--- src/rtl/regex_cpu_memory_arbiter_pkg.sv ---
// Shared constants, types and helpers for the regex CPU instruction-memory arbiter.
package regex_cpu_memory_arbiter_pkg;

    localparam int CONFLICT_W = 32;
    localparam int MAX_PORTS  = 16;

    typedef logic [CONFLICT_W-1:0] conflict_t;

    localparam conflict_t CONFLICT_MAX = '1;

    // True when two or more bits of the (zero-extended) request vector are set.
    function automatic logic multi_hot(input logic [MAX_PORTS-1:0] v);
        return (v & (v - MAX_PORTS'(1))) != '0;
    endfunction

endpackage

--- src/rtl/regex_cpu_memory_arbiter_rr_arbiter.sv ---
// Combinational round-robin selector: first requester after last_grant wins.
module regex_cpu_memory_arbiter_rr_arbiter #(
    parameter int N    = 4,
    parameter int ID_W = $clog2(N)
) (
    input  logic [N-1:0]    req,
    input  logic [ID_W-1:0] last_grant,
    output logic [N-1:0]    grant,
    output logic            grant_valid
);

    always_comb begin
        grant       = '0;
        grant_valid = 1'b0;
        for (int k = 1; k <= N; k++) begin
            if (!grant_valid && req[ID_W'((int'(last_grant) + k) % N)]) begin
                grant[ID_W'((int'(last_grant) + k) % N)] = 1'b1;
                grant_valid = 1'b1;
            end
        end
    end

endmodule

--- src/rtl/regex_cpu_memory_arbiter.sv ---
// Arbitrates CPU_COUNT regex_cpu fetch ports onto one shared instruction BRAM read port.
module regex_cpu_memory_arbiter
    import regex_cpu_memory_arbiter_pkg::*;
#(
    parameter int CPU_COUNT         = 4,
    parameter int MEMORY_WIDTH      = 16,
    parameter int MEMORY_ADDR_WIDTH = 11
) (
    input  logic                                   clk,
    input  logic                                   rst,
    input  logic [CPU_COUNT-1:0]                   memory_valid,
    input  logic [CPU_COUNT*MEMORY_ADDR_WIDTH-1:0] memory_addr,
    output logic [CPU_COUNT-1:0]                   memory_ready,
    output logic [CPU_COUNT*MEMORY_WIDTH-1:0]      memory_data,
    output logic                                   bram_en,
    output logic [MEMORY_ADDR_WIDTH-1:0]           bram_addr,
    input  logic [MEMORY_WIDTH-1:0]                bram_rdata,
    output logic [31:0]                            conflict_count,
    input  logic                                   conflict_clear
);

    localparam int CPU_ID_BITS = $clog2(CPU_COUNT);

    logic [CPU_COUNT-1:0]         eligible_p0;
    logic [CPU_COUNT-1:0]         grant_p0;
    logic                         grant_vld_p0;
    logic [CPU_ID_BITS-1:0]       grant_idx_p0;
    logic [MEMORY_ADDR_WIDTH-1:0] grant_addr_p0;
    logic [MAX_PORTS-1:0]         eligible_ext;
    logic [CPU_ID_BITS-1:0]       last_grant;
    logic [CPU_COUNT-1:0]         rdata_vld_p2;
    logic [MEMORY_WIDTH-1:0]      hold_p2 [CPU_COUNT];
    conflict_t                    conflict_q;

    // Stage p0: a port that is being served this cycle may not be picked again.
    assign eligible_p0 = memory_valid & ~memory_ready;

    regex_cpu_memory_arbiter_rr_arbiter #(
        .N    (CPU_COUNT),
        .ID_W (CPU_ID_BITS)
    ) u_rr_arbiter (
        .req         (eligible_p0),
        .last_grant  (last_grant),
        .grant       (grant_p0),
        .grant_valid (grant_vld_p0)
    );

    always_comb begin
        grant_idx_p0  = '0;
        grant_addr_p0 = '0;
        for (int i = 0; i < CPU_COUNT; i++) begin
            if (grant_p0[i]) begin
                grant_idx_p0  = CPU_ID_BITS'(i);
                grant_addr_p0 = memory_addr[i*MEMORY_ADDR_WIDTH +: MEMORY_ADDR_WIDTH];
            end
        end
    end

    always_comb begin
        eligible_ext                = '0;
        eligible_ext[CPU_COUNT-1:0] = eligible_p0;
    end

    // Stage p1: registered grant drives the BRAM read and the ready pulse.
    always_ff @(posedge clk or posedge rst) begin
        if (rst) begin
            memory_ready <= '0;
            bram_en      <= 1'b0;
            bram_addr    <= '0;
            last_grant   <= CPU_ID_BITS'(CPU_COUNT - 1);
            rdata_vld_p2 <= '0;
        end else begin
            memory_ready <= grant_p0;
            bram_en      <= grant_vld_p0;
            if (grant_vld_p0) begin
                bram_addr  <= grant_addr_p0;
                last_grant <= grant_idx_p0;
            end
            rdata_vld_p2 <= memory_ready;
        end
    end

    // Stage p2: BRAM word is passed straight through, then held per port.
    always_ff @(posedge clk or posedge rst) begin
        if (rst) begin
            for (int i = 0; i < CPU_COUNT; i++) begin
                hold_p2[i] <= '0;
            end
        end else begin
            for (int i = 0; i < CPU_COUNT; i++) begin
                if (rdata_vld_p2[i]) begin
                    hold_p2[i] <= bram_rdata;
                end
            end
        end
    end

    always_comb begin
        memory_data = '0;
        for (int i = 0; i < CPU_COUNT; i++) begin
            memory_data[i*MEMORY_WIDTH +: MEMORY_WIDTH] = rdata_vld_p2[i] ? bram_rdata : hold_p2[i];
        end
    end

    always_ff @(posedge clk or posedge rst) begin
        if (rst) begin
            conflict_q <= '0;
        end else if (conflict_clear) begin
            conflict_q <= '0;
        end else if (multi_hot(eligible_ext) && conflict_q != CONFLICT_MAX) begin
            conflict_q <= conflict_q + conflict_t'(1);
        end
    end

    assign conflict_count = conflict_q;

endmodule

--- config.mk ---
export PLATFORM = sky130hd
export DESIGN_NAME = regex_cpu_memory_arbiter
export DESIGN_NICKNAME = d
export VERILOG_FILES = /design/src/rtl/regex_cpu_memory_arbiter_pkg.sv /design/src/rtl/regex_cpu_memory_arbiter_rr_arbiter.sv /design/src/rtl/regex_cpu_memory_arbiter.sv
export SDC_FILE = /design/constraint.sdc
export NUM_CORES = 1
export LEC_CHECK = 0
export BUFFER_PORTS_ARGS = -buffer_cell sky130_fd_sc_hd__buf_2
export CAP_MARGIN = 15
export CORE_UTILIZATION = 31
export CTS_CLUSTER_DIAMETER = 40
export DETAILED_ROUTE_END_ITERATION = 12
export GPL_TIMING_DRIVEN = 0
export REMOVE_ABC_BUFFERS = 1
export SYNTH_ARGS = -nofsm -noshare
export SYNTH_HDL_FRONTEND = slang
export SYNTH_SLANG_ARGS = --single-unit
export TNS_END_PERCENT = 50
--- constraint.sdc ---
create_clock -name clk -period 10.6 [get_ports clk]
set_input_delay 1.06 -clock clk [delete_from_list [all_inputs] [get_ports clk]]
set_output_delay 1.06 -clock clk [all_outputs]
set_load 0.005 [all_outputs]
==> impl_metrics.env <==
export IMPL_dieArea_um2=19400
export IMPL_async_reset_ff_share_pct=100
export IMPL_area_growth_pct=29.4
export IMPL_leakagePower_nw=3.49
export IMPL_vias_per_cell=5.07
export IMPL_grt_max_degree=63
export IMPL_nNetsFinal=772
export IMPL_grt_pass1_wl_um=24900
export IMPL_syn_mean_instance_area_um2=11.1
export IMPL_rows=49
export IMPL_clock_path_buffers=2
export IMPL_hp_class="register to register"
export IMPL_synth_edf_count=0
export IMPL_synth_area_um2=5830
export IMPL_n_antenna_cell=0
export IMPL_final_cell_count_no_fill=938
export IMPL_grt_antenna_before_repair=0
export IMPL_yosysSeqAreaShare_pct=50.7
export IMPL_fp_dieH_um=139
export IMPL_ios=179
export IMPL_synth_area_leader_cell="dfrtp_1"
export IMPL_start_util_pct=32.0
export IMPL_drtAntennaViolNets=0
export IMPL_slew_violations=0
export IMPL_ys_flop_type="dfrtp_1"
export IMPL_hold_slack_ns=0.427
export IMPL_setup_viol=0
export IMPL_layout_common_cells="buf_2 (178), dfrtp_1 (116), mux2_2 (64)"
export IMPL_hpwl_um=10600
export IMPL_wl_per_cell_um=16.3
export IMPL_hold_violations=0
export IMPL_cts_resized=0
export IMPL_worst_pin_slew_ns=1.05
export IMPL_synth_top_area_share_pct=49.8
export IMPL_cp_arrival_ns=5.16
export IMPL_cts_tree="built"
export IMPL_hold_buffers=0
export IMPL_power_density_nw_per_um2=283
export IMPL_cts_setup_buffers=0
export IMPL_min_period_ns=4.83
export IMPL_layout_commonest_cell="buf_2"
export IMPL_synth_warnings=0
export IMPL_synthTopCellsByArea="dfrtp_1 (50%), mux2_2 (12%), xnor2_1 (3.6%)"
export IMPL_path_class="register to register"
export IMPL_ir_drop_mv=0.103
export IMPL_htree_levels=4
export IMPL_vias=4760
export IMPL_synth_seq_cells=118
export IMPL_endpoint_kind="register"
export IMPL_design_core_area_um2=18200
export IMPL_cts_buffers=17
export IMPL_drv_cap=0
export IMPL_synthCells=525
export IMPL_grt_setup_unrepaired="false"
export IMPL_critPathRequiredTime_ns=10.93
export IMPL_setup_ws_ns=5.77
export IMPL_grt_ovfl_total=0
export IMPL_max_freq_mhz=207
export IMPL_fin_skew_ns=0.00497
export IMPL_grt_usage_pct=16.3
export IMPL_drc_errors=20
export IMPL_yosysUniqueCellTypes=57
export IMPL_setup_tns_ns=0
export IMPL_drt_iter0_markers=216
export IMPL_grt_pass1_vias=4599
export IMPL_critPathLaunchType="register"
export IMPL_drt_wl_total_um=15300
export IMPL_path_max_fanout=24
export IMPL_drtPass1Iterations=8
export IMPL_violations="DRC"
export IMPL_n_fill_cell=1749
export IMPL_port_buffers=178
export IMPL_slew_headroom_pct=30.1
export IMPL_status="complete, but fails checks"
export IMPL_die_width_um=139
export IMPL_drive_gt1_share_pct=40.9
export IMPL_placedCellCount=906
export IMPL_insertion_delay_ns=0.41
export IMPL_preCtsSetupSlack_ns=5.82
export IMPL_root_buffer="clkbuf_16"
export IMPL_min_period_over_period_pct=45.6
export IMPL_routabilityCongestion=0.810
export IMPL_cts_sinks=118
export IMPL_path_clk_slew_ns=0.06
-- Yosys cell counts (11+ instances only) --
library cell  instances
dfrtp_1             116
mux2_2               64
nor2_1               36
nand2_1              27
xnor2_1              24
clkbuf_1             21
nor3_1               17
and2_1               14
inv_1                14
nand3_1              13
a21boi_0             12
nor4_1               12
a311oi_1             11
and3_1               11
o21ai_1              11
-- final cells by class --
| cell class | count | area (um2) | share of cell area (%) |
|---|---|---|---|
| clock buffers | 17 | 425 | 5.63 |
| clock inverters | 15 | 193 | 2.55 |
| inverters | 16 | 65.1 | 0.862 |
| multi-input cells | 362 | 2690 | 35.7 |
| flip-flops and latches | 118 | 2960 | 39.1 |
| well taps | 229 | 287 | 3.79 |
| repair buffers | 181 | 933 | 12.4 |
-- critical path: stages, from the launching register on --
cell and delay [ns]:
dfstp_2 0.70, clkinv_1 0.38, ha_1 0.52, or4b_1 0.54, o31ai_2 0.15, nor4_1 0.10, a221oi_1 0.82, buf_4 0.29
and2_1 0.78, a311oi_1 0.23, o211ai_1 0.21
-- final timing paths --
| kind | startpoint | to | slack [ns] | cells past startpoint |
|---|---|---|---|---|
| min in group asynchronous | rst | hold_p2[17] | 0.71 | 2 |
| max in group asynchronous | rst | conflict_count[12] | 9.20 | 3 |
| hold / removal | memory_ready[3] | rdata_vld_p2[3] | 0.43 | 0 |
| setup reg to reg | last_grant[0] | bram_addr[2] | 5.77 | 10 |
| hold reg to reg | memory_ready[3] | rdata_vld_p2[3] | 0.43 | 0 |
| setup / recovery | last_grant[0] | bram_addr[2] | 5.77 | 10 |
-- through the flow --
step / area (um2) / utilization [%] / total power, W
floorplan: 5700 / - / 0.00121
global placement: 6880 / 37.8 / 0.00154
detailed placement: 6930 / 38.1 / 0.00155
CTS: 7550 / 41.5 / 0.00217
global route: 7550 / 41.5 / 0.00229
finish: 7550 / 41.5 / 0.00214
-- metal layers --
layer	share of wire, %	wire length (um)	vias up	track usage, %
met5	0	0	-	0
li1	-	-	2255	-
met3	7.1	1080	12	4.42
met1	48	7340	2310	22.4
met4	1.1	170	0	6.20
met2	44	6710	183	24.5
-- kinds of logic (layout without fill, tap and decap cells) --
group,count (synthesis),after routing,share of synthesized area (%)
buffers and inverters,45,229,3.26
AND/OR/NAND/NOR,169,169,15.3
adder cells (fa/ha/maj),10,10,2.10
multiplexers,69,69,13.9
flip-flops,118,118,50.7
XOR/XNOR,26,26,3.90
AO/OA/AOI/OAI,88,88,10.9
-- registers in the layout, indices dropped and copies added (netlist names) --
signal	count
last_grant	2
bram_addr	11
rdata_vld_p2	4
hold_p2	64
memory_ready	4
bram_en	1
conflict_count	32
-- power breakdown --
group	total [W]	internal, W	leakage [nW]	switching (W)
logic	0.000825	0.000396	1.72	0.000428
clock network	0.000599	0.000376	0.301	0.000223
registers	0.000716	0.000619	1.47	0.0000966
total	0.00214	0.00139	3.49	0.000748
Power figures use the tool's default switching activity.
